**config.mk**
```make
export PLATFORM = sky130hd
export DESIGN_NAME = trace_event_sampler_flat
export DESIGN_NICKNAME = d
export VERILOG_FILES = /design/src/rtl/trace_event_sampler_pkg.sv /design/src/rtl/trace_event_sampler_if.sv /design/src/rtl/trace_evsamp_fifo.sv /design/src/rtl/trace_event_sampler.sv /design/src/flat_wrapper.sv
export SDC_FILE = /design/constraint.sdc
export NUM_CORES = 1
export LEC_CHECK = 0
export BUFFER_PORTS_ARGS = -buffer_cell sky130_fd_sc_hd__buf_2
export CORE_UTILIZATION = 57
export CTS_BUF_LIST = sky130_fd_sc_hd__clkbuf_8
export CTS_CLUSTER_SIZE = 14
export DETAILED_ROUTE_END_ITERATION = 12
export PLACE_DENSITY = 0.87
export SETUP_SLACK_MARGIN = 0.5
export SLEW_MARGIN = 20
export SYNTH_ARGS = -nofsm -noshare
export SYNTH_HDL_FRONTEND = slang
export SYNTH_HIERARCHICAL = 1
export SYNTH_SLANG_ARGS = --single-unit
```
**constraint.sdc**
```tcl
create_clock -name clk -period 5.1 [get_ports clk]
set_input_delay 0.255 -clock clk [delete_from_list [all_inputs] [get_ports clk]]
set_output_delay 0.255 -clock clk [all_outputs]
set_load 0.03 [all_outputs]
```
**src/rtl/trace_event_sampler_pkg.sv**
```systemverilog
// Shared constants for the trace event sampler and the downstream checker.
// Event word layout is {time, vec}; its width is ev_w(TS_W).
package trace_event_sampler_pkg;

  localparam int EV_VEC_W = 4;
  localparam int DROP_W   = 8;

  function automatic int ev_w(int ts_w);
    return ts_w + EV_VEC_W;
  endfunction

endpackage

```
**src/rtl/trace_event_sampler_if.sv**
```systemverilog
// Event stream from sampler to checker: FIFO head plus valid/ready.
// A pop happens on any edge where ev_valid and ev_ready are both high.
interface trace_event_sampler_if
  import trace_event_sampler_pkg::*;
#(
  parameter int TS_W = 17
);

  logic                ev_valid;
  logic                ev_ready;
  logic [EV_VEC_W-1:0] ev_vec;
  logic [TS_W-1:0]     ev_time;

  modport master (
    output ev_valid,
    output ev_vec,
    output ev_time,
    input  ev_ready
  );

  modport slave (
    input  ev_valid,
    input  ev_vec,
    input  ev_time,
    output ev_ready
  );

endinterface

```
**src/rtl/trace_evsamp_fifo.sv**
```systemverilog
// Synchronous first-word-fall-through FIFO; head reads as 0 when empty.
// A push into a full FIFO is accepted only when a pop frees a slot on the same edge.
module trace_evsamp_fifo #(
  parameter int W     = 21,
  parameter int DEPTH = 8
) (
  input  logic         clk,
  input  logic         reset,
  input  logic         push_i,
  input  logic [W-1:0] data_i,
  input  logic         pop_i,
  output logic [W-1:0] data_o,
  output logic         full_o,
  output logic         empty_o
);

  localparam int AW = $clog2(DEPTH);

  logic [W-1:0] mem_q [DEPTH];
  logic [AW:0]  wptr_q, wptr_d;
  logic [AW:0]  rptr_q, rptr_d;
  logic [AW:0]  count;
  logic         do_push, do_pop;

  assign count   = wptr_q - rptr_q;
  assign empty_o = (count == '0);
  assign full_o  = (count == (AW+1)'(DEPTH));
  assign do_pop  = pop_i && !empty_o;
  assign do_push = push_i && (!full_o || do_pop);
  assign wptr_d  = wptr_q + (AW+1)'(do_push);
  assign rptr_d  = rptr_q + (AW+1)'(do_pop);
  assign data_o  = empty_o ? '0 : mem_q[rptr_q[AW-1:0]];

  always_ff @(posedge clk) begin
    if (reset) begin
      wptr_q <= '0;
      rptr_q <= '0;
    end else begin
      wptr_q <= wptr_d;
      rptr_q <= rptr_d;
    end
  end

  always_ff @(posedge clk) begin
    if (do_push) mem_q[wptr_q[AW-1:0]] <= data_i;
  end

endmodule

```
**src/rtl/trace_event_sampler.sv**
```systemverilog
// Synchronises and debounces {i4,i3,i2,i1}, queueing each accepted change with a timestamp.
// TRACE_EVSAMP_INITIAL_EVENT_EN: also queue the settled starting vector once after reset, at time 0.
module trace_event_sampler
  import trace_event_sampler_pkg::*;
#(
  parameter int TS_W       = 17,
  parameter int DEPTH      = 8,
  parameter int STABLE_CYC = 2
) (
  input  logic                   clk,
  input  logic                   reset,
  input  logic                   i1,
  input  logic                   i2,
  input  logic                   i3,
  input  logic                   i4,
  trace_event_sampler_if.master  ev,
  output logic                   overflow,
  output logic [DROP_W-1:0]      drop_cnt
);

  localparam int SW = $clog2(STABLE_CYC + 1) + 1;
  localparam int EW = ev_w(TS_W);

  logic [EV_VEC_W-1:0] raw;
  logic [EV_VEC_W-1:0] s1_q, s2_q;
  logic [EV_VEC_W-1:0] acc_q, acc_d;
  logic [EV_VEC_W-1:0] cand_q, cand_d;
  logic [SW-1:0]       stab_q, stab_d, stab_inc;
  logic [TS_W-1:0]     ts_q, push_ts;
  logic                ovf_q, ovf_d;
  logic [DROP_W-1:0]   drop_q, drop_d;
  logic                push, pop, full, empty;
  logic [EW-1:0]       head;

`ifdef TRACE_EVSAMP_INITIAL_EVENT_EN
  logic [1:0] boot_q, boot_d;
`endif

  assign raw = {i4, i3, i2, i1};
  assign pop = ev.ev_valid && ev.ev_ready;

  always_comb begin
    acc_d    = acc_q;
    cand_d   = cand_q;
    stab_d   = '0;
    push     = 1'b0;
    push_ts  = ts_q;
    stab_inc = (s2_q == cand_q) ? stab_q + SW'(1) : SW'(1);
    if (s2_q != acc_q) begin
      cand_d = s2_q;
      if (stab_inc >= SW'(STABLE_CYC)) begin
        push  = 1'b1;
        acc_d = s2_q;
      end else begin
        stab_d = stab_inc;
      end
    end
`ifdef TRACE_EVSAMP_INITIAL_EVENT_EN
    // Wait until the synchroniser holds real input before announcing it.
    boot_d = (boot_q == 2'd3) ? boot_q : boot_q + 2'd1;
    if (boot_q == 2'd2) begin
      push    = 1'b1;
      push_ts = '0;
      acc_d   = s2_q;
      cand_d  = s2_q;
      stab_d  = '0;
    end
`endif
  end

  always_comb begin
    ovf_d  = ovf_q;
    drop_d = drop_q;
    if (push && full && !pop) begin
      ovf_d = 1'b1;
      if (drop_q != '1) drop_d = drop_q + DROP_W'(1);
    end
  end

  always_ff @(posedge clk) begin
    if (reset) begin
      s1_q   <= '0;
      s2_q   <= '0;
      acc_q  <= '0;
      cand_q <= '0;
      stab_q <= '0;
      ts_q   <= '0;
      ovf_q  <= 1'b0;
      drop_q <= '0;
    end else begin
      s1_q   <= raw;
      s2_q   <= s1_q;
      acc_q  <= acc_d;
      cand_q <= cand_d;
      stab_q <= stab_d;
      ts_q   <= ts_q + TS_W'(1);
      ovf_q  <= ovf_d;
      drop_q <= drop_d;
    end
  end

`ifdef TRACE_EVSAMP_INITIAL_EVENT_EN
  always_ff @(posedge clk) begin
    if (reset) boot_q <= '0;
    else       boot_q <= boot_d;
  end
`endif

  trace_evsamp_fifo #(
    .W     (EW),
    .DEPTH (DEPTH)
  ) u_fifo (
    .clk     (clk),
    .reset   (reset),
    .push_i  (push),
    .data_i  ({push_ts, s2_q}),
    .pop_i   (pop),
    .data_o  (head),
    .full_o  (full),
    .empty_o (empty)
  );

  assign ev.ev_valid = !empty;
  assign {ev.ev_time, ev.ev_vec} = head;
  assign overflow = ovf_q;
  assign drop_cnt = drop_q;

endmodule
```
**src/flat_wrapper.sv**
```systemverilog
// flat-port wrapper written by rule: the top's interface ports become plain ports
module trace_event_sampler_flat import trace_event_sampler_pkg::*;
#(
  parameter int TS_W       = 17,
  parameter int DEPTH      = 8,
  parameter int STABLE_CYC = 2
)
  (clk, reset, i1, i2, i3, i4, overflow, drop_cnt, ev_ev_valid, ev_ev_vec, ev_ev_time, ev_ev_ready);
  trace_event_sampler_if #(.TS_W(TS_W)) ev_i ();
  input  logic clk;
  input  logic reset;
  input  logic i1;
  input  logic i2;
  input  logic i3;
  input  logic i4;
  output logic overflow;
  output logic [DROP_W-1:0] drop_cnt;
  output wire logic [$bits(ev_i.ev_valid)-1:0] ev_ev_valid;
  output wire logic [$bits(ev_i.ev_vec)-1:0] ev_ev_vec;
  output wire logic [$bits(ev_i.ev_time)-1:0] ev_ev_time;
  input wire logic [$bits(ev_i.ev_ready)-1:0] ev_ev_ready;
  assign ev_ev_valid = ev_i.ev_valid;
  assign ev_ev_vec = ev_i.ev_vec;
  assign ev_ev_time = ev_i.ev_time;
  assign ev_i.ev_ready = ev_ev_ready;
  trace_event_sampler #(.TS_W(TS_W), .DEPTH(DEPTH), .STABLE_CYC(STABLE_CYC)) u_core (.clk(clk), .reset(reset), .i1(i1), .i2(i2), .i3(i3), .i4(i4), .ev(ev_i), .overflow(overflow), .drop_cnt(drop_cnt));
endmodule
```
==> metrics.cfg <==
[setup_path]
critPathRequiredTime_ns = 5.44
r2r_slack_ns = 0.89
setup.worst_path.start_class = flip-flop
critical_path_depth = 14
cp_max_fo = 24
endpoint_kind = flip-flop
worstPathArrival_ns = 4.55
cp_top_family = compound AO/OA/AOI/OAI gates
slowest_delay_ns = 0.85
reg2reg_depth = 14
critPathLaunch = u_core/u_fifo/rptr_q[2]
critPathKind = flip-flop to flip-flop
timing.critical_path.buf_inv = 3
r2r-start = u_core/u_fifo/rptr_q[2]
cp_common_cell = ha_1
slowest_stage = a2111oi_4
crit_chain = inv_1, buf_4, ha_1, a21oi_1, a21o_1, and4bb_2, nand2b_1, inv_1, a2111oi_4, nor2b_1, ha_1, ha_1, xnor2_1, nor2_1
endpoint = u_core/u_fifo/wptr_q[2]
r2r_end = u_core/u_fifo/wptr_q[2]

[clock_tree]
clk_latency_ns = 0.50
ctsLongestPathBuffers = 3
cts_hold_buffers = 4
clk_pin_slew_ns = 0.06
cts_tree = done
post_cts_resized = 0
cts_buffers = 35
clockRootBuffer = clkbuf_8
clkSinkCount = 221
post_cts_buffers = 0
htreeDepth = 2

[floorplan]
core_area_sq_mm = 0.0148
die-width_um = 126
die_h_um = 126
row_count = 44
pin_count = 38
start_util_pct = 59.3
dieArea_sq_mm = 0.0159

[pwr]
p_leak_uw = 0.00345
irDropWorstVdd_mv = 0.248
powerDensity_mw_per_mm2 = 415

[synthesis]
postSynthAreaPerCell_sq_um = 16.0
syn-cell-area_sq_mm = 0.00875
synth-warning-count = 6
synthCells = 547
yosysSeqAreaShare_pct = 69.8
synth_largest_area_cell = edfxtp_1
ys_top_cells_by_area = edfxtp_1 58%, dfxtp_1 12%, mux4_2 11%, nand2_1 2.7%, a21oi_1 1.8%
synth_top_area_share_pct = 57.6
ys_types = 48
ys_ff_latch = 221

[worst_hold_path]
hold_path_class = input port to flip-flop

[grt]
gr-usage-all-layers_pct = 22.1
grt_overflow = 0
grt_max_degree = 53
grt_pass1_wl_um = 26800
antenna_found_initial = 0
grt_pass1_vias = 5221

[routing]
drc_errors = 0
drtIter0Drc = 357
via_per_inst = 5.84
antenna_left = 0
wl_per_cell_um = 20.2
drt_first_pass_iters = 5
dr_total_vias = 4831
routed_wl_um = 16700

[final_layout]
drive_gt1_share_pct = 25.3
final_nets = 633
stdcell_count = 827
area_delta_synth_final_pct = 13.6
diodes = 0

[timing]
fin_skew_ns = 0.0210
drv_slew = 0
rsz0062_at_grt = false
hold_viol = 0
setup_violations = 0
max_freq_mhz = 237
worst_slew_pin_slew_ns = 0.978
finalCritPeriodShare_pct = 82.6
period_minus_slack_ns = 4.21
slew_headroom_pct = 34.8
tns_ns = 0

[placed_design]
dp.cells = 759
numPortBuffers = 37
dp_hpwl_um = 9980
place_congestion = 0.720

[run]
drv_cap = 0

[status]
status = finished clean

## per-stage QoR
| stage | util, % | area [sq um] | hold WS, ns | worst slack [ns] | total power (uW) |
|---|---|---|---|---|---|
| 2_1_floorplan | - | 8750 | 0.327 | 0.0683 | 2590 |
| 3_3_place_gp | 62.6 | 9230 | 0.419 | 1.20 | 2750 |
| 3_5_place_dp | 62.6 | 9230 | 0.428 | 0.951 | 2770 |
| 4_1_cts | 67.4 | 9940 | 0.248 | 0.891 | 4170 |
| 5_1_grt | 67.4 | 9940 | 0.318 | 0.606 | 4300 |
| 6_report | 67.4 | 9940 | 0.259 | 0.889 | 4120 |
## worst min-delay path by stage
stage,from,to,slack (ns),cells after the start
after floorplan,reset,u_core/u_fifo/rptr_q[0],0.33,1
after global placement,u_core/s1_q[2],u_core/s2_q[2],0.42,1
after detailed placement,u_core/s1_q[3],u_core/s2_q[3],0.43,1
after CTS,ev_ev_ready,u_core/drop_cnt[6],0.25,6
after global routing,ev_ev_ready,u_core/drop_cnt[6],0.32,6
final,ev_ev_ready,u_core/drop_cnt[6],0.26,6
## kinds of logic after synthesis
group / share of synthesized area (%)
AO/OA/AOI/OAI: 2.93
XOR/XNOR: 3.10
adder cells (fa/ha/maj): 1.43
buffers and inverters: 1.67
flip-flops: 69.8
multiplexers: 11.4
other: 0.0429
AND/OR/NAND/NOR: 9.65
## where the power goes
| part | internal (uW) | switching (uW) |
|---|---|---|
| Sequential | 1970 | 27.1 |
| Clock | 738 | 652 |
| Combinational | 256 | 477 |
| Total | 2970 | 1160 |
## area by class of cell
class | count | area [sq um]
clock buffer | 41 | 564
clock inverter | 23 | 104
fill | 965 | 4810
inverter | 8 | 30.0
multi-input combinational | 294 | 2570
sequential | 221 | 6110
tap | 184 | 230
timing repair buffer | 56 | 338
## routing by layer
metal  wire length (um)  up-vias  track usage, %
met5                  0        -               0
met4                394        0            9.36
met3               1240       37            4.93
met2               8530      190            38.3
met1               6530     2395            27.0
li1                   -     2209               -
## flip-flops by register name (all words and copies together) (netlist names)
| signal | cells |
|---|---|
| u_core/acc_q | 4 |
| u_core/cand_q | 4 |
| u_core/drop_cnt | 8 |
| u_core/overflow | 1 |
| u_core/push_ts | 17 |
| u_core/s1_q | 4 |
| u_core/s2_q | 4 |
| u_core/stab_q | 3 |
| u_core/u_fifo/mem_q | 168 |
| u_core/u_fifo/rptr_q | 4 |
| u_core/u_fifo/wptr_q | 4 |
## cell usage in the layout, fill, tap and decap left out, types with 7 or more instances in the layout
cell / n
edfxtp_1: 168
nand2_1: 63
dfxtp_1: 51
mux4_2: 42
clkbuf_8: 41
buf_2: 37
a21oi_1: 31
nor2_1: 29
nor2b_1: 19
inv_1: 17
xnor2_1: 16
xor2_1: 15
buf_4: 15
nand3_1: 13
ha_1: 10
clkinv_2: 7
## worst min-delay path: stages
cell      delay (ns)
buf_2           0.09
nand2b_1        0.08
nand2_1         0.11
nor4_2          0.06
nand2_1         0.05
a21boi_1        0.05
## synth_stat cells (all sizes together)
| cell type | instances |
|---|---|
| edfxtp | 168 |
| nand3 | 13 |
| clkbuf | 13 |
| nor3b | 1 |
| nand4b | 1 |
| a211oi | 1 |
| conb | 1 |
| nand4 | 6 |
| nor2 | 29 |
| and4bb | 1 |
| o31ai | 1 |
| a21oi | 31 |
| and2 | 2 |
| mux4 | 42 |
| a21o | 1 |
| nor4 | 2 |
| nor3 | 3 |
| and4 | 5 |
| and3 | 6 |
| o21ba | 1 |
| or3 | 2 |
| nand2b | 2 |
| nand3b | 1 |
| nor4bb | 2 |
| ha | 10 |
| mux2i | 4 |
| mux2 | 1 |
| a41oi | 1 |
| nor4b | 3 |
| buf | 12 |
| nor2b | 19 |
| o21ai | 3 |
| nand2 | 63 |
| o211a | 1 |
| or4 | 1 |
| dfxtp | 53 |
| xnor2 | 16 |
| xor2 | 15 |
| a21boi | 1 |
| inv | 8 |
| a2111oi | 1 |
Note: power is estimated with default switching activity, not from simulation.
